===== src/rtl/phold_dispatcher.sv =====
// rtl/phold_dispatcher.sv - pending-event queue and dispatcher feeding one PHOLD core
// Optional COLLECT stall counter: define PHOLD_DISPATCH_STATS_EN.
module phold_dispatcher #(
  parameter int          NIDB       = 3,
  parameter int          NRB        = 8,
  parameter int          QDEPTH     = 16,
  parameter logic [31:0] MAX_EVENTS = 32'd1000,
  parameter logic [15:0] LFSR_SEED  = 16'hACE1
) (
  input  logic                         i_clk,
  input  logic                         i_rst,
  input  logic                         i_start,
  input  logic                         i_core_ready,
  output logic                         o_core_event_valid,
  output logic [NIDB-1:0]              o_core_event_id,
  output logic [15:0]                  o_core_event_time,
  output logic [15:0]                  o_core_global_time,
  output logic [NRB-1:0]               o_core_random,
  input  logic                         i_core_new_event_ready,
  input  logic [15:0]                  i_core_new_event_time,
  input  logic [NIDB-1:0]              i_core_new_event_target,
  output logic                         o_core_ack,
  output logic                         o_busy,
  output logic                         o_done,
  output logic [31:0]                  o_events_processed,
  output logic [$clog2(QDEPTH+1)-1:0]  o_queue_count,
  output logic                         o_causality_err,
  output logic [31:0]                  o_stat_wait_cycles
);

  localparam int QIW = $clog2(QDEPTH);

  typedef enum logic [2:0] {S_INIT, S_IDLE, S_DISPATCH, S_COLLECT, S_ACK} state_t;

  state_t              r_state;
  state_t              w_next;
  logic [15:0]         r_lfsr;
  logic [NIDB-1:0]     r_init_idx;
  logic                r_valid [QDEPTH];
  logic [NIDB-1:0]     r_id    [QDEPTH];
  logic [15:0]         r_time  [QDEPTH];

  logic                w_sel_found;
  logic [QIW-1:0]      w_sel_idx;
  logic [15:0]         w_sel_time;
  logic [NIDB-1:0]     w_sel_id;
  logic                w_free_found;
  logic [QIW-1:0]      w_free_idx;
  logic                w_dispatch;
  logic                w_capture;
  logic                w_lfsr_fb;
  logic [QIW-1:0]      w_init_slot;

  assign w_lfsr_fb   = r_lfsr[15] ^ r_lfsr[13] ^ r_lfsr[12] ^ r_lfsr[10];
  assign w_init_slot = QIW'(r_init_idx);
  assign w_dispatch  = (r_state == S_DISPATCH) && i_core_ready && (o_queue_count != '0);
  assign w_capture   = (r_state == S_COLLECT) && i_core_new_event_ready;

  // Strict '<' keeps the earliest index on equal timestamps.
  always_comb begin
    w_sel_found  = 1'b0;
    w_sel_idx    = '0;
    w_sel_time   = '0;
    w_sel_id     = '0;
    w_free_found = 1'b0;
    w_free_idx   = '0;
    for (int i = 0; i < QDEPTH; i++) begin
      if (r_valid[i] && (!w_sel_found || (r_time[i] < w_sel_time))) begin
        w_sel_found = 1'b1;
        w_sel_idx   = QIW'(i);
        w_sel_time  = r_time[i];
        w_sel_id    = r_id[i];
      end
      if (!r_valid[i] && !w_free_found) begin
        w_free_found = 1'b1;
        w_free_idx   = QIW'(i);
      end
    end
  end

  always_comb begin
    w_next = r_state;
    case (r_state)
      S_INIT:     if (&r_init_idx) w_next = S_IDLE;
      S_IDLE:     if (i_start) w_next = S_DISPATCH;
      S_DISPATCH: begin
        if (o_queue_count == '0) w_next = S_IDLE;
        else if (i_core_ready)   w_next = S_COLLECT;
      end
      S_COLLECT:  if (i_core_new_event_ready) w_next = S_ACK;
      S_ACK:      w_next = (o_events_processed >= MAX_EVENTS) ? S_IDLE : S_DISPATCH;
      default:    w_next = S_INIT;
    endcase
  end

  always_ff @(posedge i_clk) begin
    if (i_rst) r_state <= S_INIT;
    else       r_state <= w_next;
  end

  always_ff @(posedge i_clk) begin
    if (i_rst) begin
      r_lfsr             <= LFSR_SEED;
      r_init_idx         <= '0;
      o_core_event_valid <= 1'b0;
      o_core_event_id    <= '0;
      o_core_event_time  <= '0;
      o_core_global_time <= '0;
      o_core_random      <= '0;
      o_core_ack         <= 1'b0;
      o_busy             <= 1'b0;
      o_done             <= 1'b0;
      o_events_processed <= '0;
      o_queue_count      <= '0;
      o_causality_err    <= 1'b0;
      for (int i = 0; i < QDEPTH; i++) begin
        r_valid[i] <= 1'b0;
        r_id[i]    <= '0;
        r_time[i]  <= '0;
      end
    end else begin
      r_lfsr             <= {r_lfsr[14:0], w_lfsr_fb};
      o_core_event_valid <= w_dispatch;
      o_core_ack         <= w_capture;
      o_busy             <= (w_next == S_DISPATCH) || (w_next == S_COLLECT) || (w_next == S_ACK);
      if ((r_state == S_DISPATCH || r_state == S_ACK) && w_next == S_IDLE)
        o_done <= 1'b1;

      if (r_state == S_INIT) begin
        r_valid[w_init_slot] <= 1'b1;
        r_id[w_init_slot]    <= r_init_idx;
        r_time[w_init_slot]  <= '0;
        r_init_idx           <= r_init_idx + 1'b1;
        o_queue_count        <= o_queue_count + 1'b1;
      end

      if (w_dispatch) begin
        o_core_event_id      <= w_sel_id;
        o_core_event_time    <= w_sel_time;
        o_core_global_time   <= w_sel_time;
        o_core_random        <= r_lfsr[NRB-1:0];
        r_valid[w_sel_idx]   <= 1'b0;
        o_queue_count        <= o_queue_count - 1'b1;
        o_events_processed   <= o_events_processed + 1'b1;
      end

      // Events in the past, or with nowhere to go, are dropped and flagged.
      if (w_capture) begin
        if ((i_core_new_event_time < o_core_global_time) || !w_free_found) begin
          o_causality_err <= 1'b1;
        end else begin
          r_valid[w_free_idx] <= 1'b1;
          r_id[w_free_idx]    <= i_core_new_event_target;
          r_time[w_free_idx]  <= i_core_new_event_time;
          o_queue_count       <= o_queue_count + 1'b1;
        end
      end
    end
  end

`ifdef PHOLD_DISPATCH_STATS_EN
  always_ff @(posedge i_clk) begin
    if (i_rst)
      o_stat_wait_cycles <= '0;
    else if ((r_state == S_COLLECT) && !i_core_new_event_ready && (o_stat_wait_cycles != 32'hFFFF_FFFF))
      o_stat_wait_cycles <= o_stat_wait_cycles + 1'b1;
  end
`else
  assign o_stat_wait_cycles = '0;
`endif

endmodule


===== config.mk =====
export PLATFORM = sky130hd
export DESIGN_NAME = phold_dispatcher
export DESIGN_NICKNAME = d
export VERILOG_FILES = /design/src/rtl/phold_dispatcher.sv
export SDC_FILE = /design/constraint.sdc
export NUM_CORES = 1
export LEC_CHECK = 0
export BUFFER_PORTS_ARGS = -buffer_cell sky130_fd_sc_hd__buf_2
export CAP_MARGIN = 10
export CORE_MARGIN = 4
export CORE_UTILIZATION = 50
export CTS_BUF_LIST = sky130_fd_sc_hd__clkbuf_16
export CTS_CLUSTER_DIAMETER = 100
export CTS_CLUSTER_SIZE = 8
export DETAILED_ROUTE_END_ITERATION = 10
export PLACE_DENSITY = 0.78
export SYNTH_ARGS = -nofsm -noshare
export SYNTH_HDL_FRONTEND = slang
export SYNTH_SLANG_ARGS = --single-unit

===== constraint.sdc =====
create_clock -name i_clk -period 40 [get_ports i_clk]
set_clock_uncertainty 0.2 [all_clocks]
set_input_delay 0 -clock i_clk [delete_from_list [all_inputs] [get_ports i_clk]]
set_output_delay 0 -clock i_clk [all_outputs]
set_load 0.05 [all_outputs]

After elaboration in Yosys (flattened, before gate mapping)
Memory sizes are Yosys's and may differ from the RTL's.
Cells that the tools add are included.
Operators by class
  multiply operators: 0
  equal/unequal tests: 8
  magnitude comparators: 17
  bitwise gates (word level): 3
  mux-type cells: 137
  shift-type cells: 0
  add/sub/neg operators: 4
  reductions and logical operators: 110
  div/mod/pow operators: 0
Operators with widths (count)
  two-way mux 16 bit: 18
  < comparator 16 bit: 16
  two-way mux 4 bit: 35
  two-way mux 3 bit: 23
  two-way mux 1 bit: 55
  zero test 1 bit: 45
  logical AND 1 bit: 34
  adder 32 x 1 -> 32 bit (second input constant): 1
  greater-or-equal comparator 32 x 10 -> 1 bit (second input constant): 1
  OR reduction 16 bit: 2
  two-way mux 5 bit: 4
  logical OR 1 bit: 19
  case mux 3 bit (5 select lines): 1
  == test 3 x 2 -> 1 bit (second input constant): 4
  == test 3 x 1 -> 1 bit (second input constant): 2
  == test 3 bit (second input constant): 2
  OR reduction 3 bit: 2
  adder 5 x 1 -> 5 bit (second input constant): 1
  zero test 5 bit: 1
  nonzero test 5 bit: 1
  subtractor 5 x 1 -> 5 bit (second input constant): 1
  adder 3 x 1 -> 3 bit (second input constant): 1
  zero test 3 bit: 1
  AND reduction 3 bit: 1
  4 further kinds: 8
Storage, ports and cells
  output and inout bits: 117
  logic and storage cells: 295
  input bits: 24
  latch bits: 0
  memories kept: 3
  bits in read-only memories: 0
  bits in writable memories: 320
  register bits: 91
Memory list
  r_time: words 16, bits a word 16, read ports 16, clocked after memory_dff 0, wr ports 16, line 41  | logic [15:0] r_time [QDEPTH];
  r_id: words 16, bits a word 3, read ports 16, clocked after memory_dff 0, wr ports 16, line 40  | logic [NIDB-1:0] r_id [QDEPTH];
  r_valid: words 16, bits a word 1, read ports 16, clocked after memory_dff 0, wr ports 16, line 39  | logic r_valid [QDEPTH];

Depth between registers and ports, before layout
An unclocked memory read counts as a cell.
  depth after elaboration: 64
  gate-level depth with buffers: 217
  depth with buffers taken out: 195

Worst setup path before layout
Ideal clock, no wire load.
  kind: register to register
  from: mem r_valid[0]
  to: mem r_valid[7] (enable)
  slack: 4.188 ns
  cell stages (with the launch flop): 210
  data arrival time: 35.278 ns
  required time: 39.466 ns
  cells stage by stage: edfxtp_1 > buf_2 > buf_1 > nand2_1 > ha_1 > nand4_1 > nor3_1 > or4b_1 > o22ai_1 > clkbuf_1 > nor2_1 > a21oi_1 > ha_1 > a211oi_1 > o22ai_1 > o21ai_1 > nand3_1 > o21bai_1 > [174 not listed] > a211oi_4 > buf_2 > mux2i_1 > ha_1 > a21o_1 > a21oi_1 > nor2b_1 > o21ai_0 > nand2b_1 > a21oi_1 > nor2b_1 > nor3b_1 > a32oi_1 > a21boi_0 > or2_2 > buf_2 > o2bb2ai_1 > o41ai_1
RTL lines (line)
  start: declaration: 39

==> impl_summary.txt <==
----------------------------------------------------
[Status]
  Run status ... finished, final reports clean

[Global routing]
  GR Overflow Total ... 0
  Wire length of the first global-routing pass ... 116900 um
  GRT Total Usage ... 25.69%
  Vias in the first global route ... 21650
  Antenna violations before repair ... 1
  Maximum number of pins on one net before global-route repair ... 91

[Synthesis]
  Synth warnings ... 0
  Part of the Yosys area used for sequential elements ... 43.40%
  Flip-flop and latch count after synthesis ... 411
  Count of flip-flops with a built-in enable after synthesis ... 320
  Syn avg cell area ... 9.107 um^2
  Fraction of synthesis flops using an asynchronous set or reset pin ... 0%
  Post-synthesis instance area ... 0.02634 mm^2
  Gate Count Post-Synth ... 2892
  Top FF cell, synth ... edfxtp_1
  Synth unique cells ... 102

[Clocking]
  Count of H-tree levels built during CTS ... 2
  Number of clock buffers inserted by TritonCTS ... 57
  Root Buffer Master ... clkbuf_16
  Clock slew at the register clock pins of the worst setup and hold paths ... 0.06 ns
  CTS tree ... built
  Buffer depth of the longest clock path ... 3
  Clock insertion delay at the later pin of the skew report ... 0.61 ns
  Sink Count ... 411

[Power]
  Total power density per cell area ... 51.45 mW/mm^2
  Net switching component of the power ... 0.5634 mW
  Post-layout power ... 1.511 mW
  Portion of total power attributed to sequential cells ... 32.4%
  Leakage power ... 12.05 nW
  Internal power of the cells ... 0.9475 mW
  Switching part of the total ... 37.29%
  Max rail drop VDD ... 45.62 uV
  Combinational power share ... 39.1%
  Clock Power Share ... 28.5%

[Critical path]
  Cell with the most instances on the worst path ... a21o_1
  Reg2Reg Launch Point ... r_valid[0]
  Slowest CP cell ... or4b_1
  Worst Setup End Kind ... flop
  Reg2reg setup slack ... 2.47 ns
  Maximum fanout encountered on the critical timing path ... 24
  Arrival time worst endpoint ... 37.64 ns
  Critical path's largest stage delay ... 0.57 ns
  Launching element type of the critical path ... flop
  Critical path type ... reg2reg
  Worst flop-to-flop path endpoint ... r_valid[10]
  R2r worst-path depth ... 194
  Required time of the critical path ... 40.11 ns

[Finish]
  Seq. cell area ... 0.01143 mm^2
  Multi-input logic area ... 0.01353 mm^2
  Count of non-filler cells in the finished layout ... 3688
  Share of final-layout standard cells stronger than drive strength 1 ... 10.64%
  Post-layout nets ... 3238
  Area growth from synthesis to final layout ... 11.51%
  FILL cells ... 4413

[Place]
  Placed wire-length estimate ... 53520 um
  Worst slack, placed ... 0.3298 ns
  Total placed cells including tap cells ... 3558
  Gp weighted congestion ... 0.9663
  Number of buffer cells added on primary ports ... 108

[STA]
  Pins over their slew limit ... 0
  Transition time at the pin with the least slew margin ... 1.331 ns
  Headroom to the max-slew limit ... 10.94%
  Number of hold-slack violations in the final timing report ... 0
  Min setup slack post-route ... 2.470 ns
  Final worst path period share ... 93.82%
  Final worst path period need ... 37.53 ns
  Achievable clock frequency ... 0.02665 GHz
  Final setup violation count ... 0

[Route]
  Iteration-0 DRC count of the detailed router ... 2248
  Total number of vias ... 22260
  First-pass DRT Iterations ... 7
  Number of nets with antenna violations after detailed routing ... 0
  DRC violation count after routing ... 0
  Routed Wire Length ... 75500 um
  Vias per std cell ... 6.036
  Average wire length per cell after detail routing ... 20.47 um

[Min path]
  Worst Min Path Start ... i_core_new_event_time[9]
  Worst Hold Class ... in2reg
  Endpoint, Worst Hold ... r_time[14][9]
  Min-Delay Path Depth ... 3

[Floorplan]
  Vert. Die Dim ... 237.5 um
  Number of placement rows ... 83
  Placeable core region ... 0.05172 mm^2
  Top-Level Pins ... 141
  Die X ... 237.5 um
  Die ar. ... 0.05641 mm^2
  Effective utilization at floorplan ... 50.93%

[Flow run]
  Max-cap check violation count ... 0

----------------------------------------------------
[worst max-delay path: cells and delay by family (launching register included)]
family / cells / cell delay, ns
AO/OA/AOI/OAI: 99 / 19.00
adder cells (fa/ha/maj): 15 / 4.20
buffers and inverters: 23 / 3.61
flip-flops: 1 / 0.39
multiplexers: 5 / 1.40
AND/OR/NAND/NOR: 52 / 8.38
[cell usage in the layout, fill, tap and decap left out, types with 18 or more instances in the layout]
master / Yosys / routed
conb_1: 1 / 32
and3_1: 47 / 47
nor2b_1: 40 / 39
a21oi_1: 148 / 147
dfxtp_1: 91 / 91
o21ai_0: 189 / 186
nor3_1: 41 / 40
xor2_1: 22 / 22
a311oi_1: 18 / 18
nand3_1: 38 / 38
nand4_1: 51 / 51
o21a_1: 18 / 18
a21o_1: 56 / 56
mux2_2: 29 / 29
dlygate4sd3_1: 0 / 24
buf_4: 48 / 48
nor2_1: 429 / 428
buf_2: 7 / 108
nand2_1: 317 / 317
nand2b_1: 40 / 39
clkbuf_16: 0 / 57
inv_1: 219 / 242
mux2i_1: 46 / 45
and2_1: 28 / 27
a211oi_1: 24 / 24
ha_1: 231 / 231
edfxtp_1: 320 / 320
[through the flow]
stage | area, um^2 | setup TNS (ns) | hold WS, ns | util, %
after floorplan | 26450 | 0 | -0.001847 | -
after global placement | 27230 | 0 | 0.1718 | 52.65
after detailed placement | 27230 | 0 | 0.1799 | 52.65
after CTS | 29010 | 0 | 0.08577 | 56.09
after global routing | 29370 | -0.8868 | 0.1285 | 56.79
final | 29370 | 0 | 0.1156 | 56.79
[cell type report]
type | count | share of cell area (%)
clock buffers | 57 | 4.857
well taps | 680 | 2.897
repair buffers | 183 | 4.043
inverters | 221 | 2.825
multi-input cells | 2109 | 46.07
flip-flops and latches | 411 | 38.92
diodes | 1 | 0.008521
clock inverters | 26 | 0.3792
[worst max path at each step]
stage | startpoint | end | slack [ns] | depth (start not counted)
final | r_valid[0] | r_valid[10] | 2.47 | 194
after global routing | r_valid[0] | r_valid[10] | -0.13 | 200
after CTS | r_valid[0] | r_valid[0] | 0.14 | 194
after detailed placement | r_valid[0] | r_valid[0] | 0.33 | 194
after global placement | r_valid[0] | r_valid[0] | 1.57 | 196
after floorplan | r_valid[0] | r_valid[7] | 4.19 | 209
[cells in the mapped netlist (12+ instances only)]
cell / count / share of area (%)
a21o_1: 56 / 1.6
nand2_1: 317 / 4.5
mux2_2: 29 / 1.2
a311oi_1: 18 / 0.60
nor2_1: 429 / 6.1
and3_1: 47 / 1.1
nor3_1: 41 / 0.78
dfxtp_1: 91 / 6.9
nand4_1: 51 / 1.2
or3_1: 17 / 0.40
o21a_1: 18 / 0.51
nor2b_1: 40 / 0.95
xnor2_1: 12 / 0.40
o21ai_0: 189 / 3.6
edfxtp_1: 320 / 36
inv_1: 219 / 3.1
nor4_1: 15 / 0.36
nand3_1: 38 / 0.72
ha_1: 231 / 11
clkbuf_1: 119 / 1.7
a31oi_1: 15 / 0.36
mux2i_1: 46 / 1.7
or2_2: 17 / 0.40
o211ai_1: 13 / 0.37
a21oi_1: 148 / 2.8
nand2b_1: 40 / 0.95
buf_4: 48 / 1.4
xor2_1: 22 / 0.73
and2_1: 28 / 0.67
o31ai_1: 16 / 0.46
a211oi_1: 24 / 0.68
[flip-flops by register name, summed over array words and instances, names as in the netlist]
signal and cells:
o_queue_count 5, r_lfsr 16, o_core_random 8, o_core_global_time 16
r_valid 16, o_core_event_id 3, r_time 256, o_busy 1
r_id 48, r_state 3, o_core_ack 1, o_done 1
o_causality_err 1, o_events_processed 32, o_core_event_valid 1, r_init_idx 3
[logic make-up after synthesis]
logic type	Yosys count	synth area share, %
AND/OR/NAND/NOR	1113	19.22
AO/OA/AOI/OAI	618	15.56
flip-flops	411	43.40
buffers and inverters	405	6.518
adder cells (fa/ha/maj)	233	11.05
multiplexers	77	3.102
XOR/XNOR	34	1.131
other	1	0.01424
[timing repair]
item | 4_1_cts | 5_1_grt
hold buffers | 24 | 0
endpoints found under the setup margin | 0 | 36
gates resized for setup | 0 | 28
endpoints found under the hold margin | 160 | 0
buffers inserted | 0 | 19
[power groups by stage]
stage | registers (mW) | logic, mW | clock network, mW
after floorplan | 0.493 | 0.409 | 0
final | 0.490 | 0.590 | 0.431
after CTS | 0.490 | 0.556 | 0.434
after detailed placement | 0.498 | 0.549 | 0
after global placement | 0.498 | 0.531 | 0
after global routing | 0.491 | 0.653 | 0.453
[routing by layer]
layer,wire (um),up-vias,part of all wire [%],GRT usage (%)
met1,31380,10680,42,34.97
met4,2666,0,3.5,9.218
li1,-,10360,-,-
met3,7182,171,9.5,5.383
met2,34280,1043,45,40.87
met5,0,-,0,0
(Power assumes the default switching activity.)
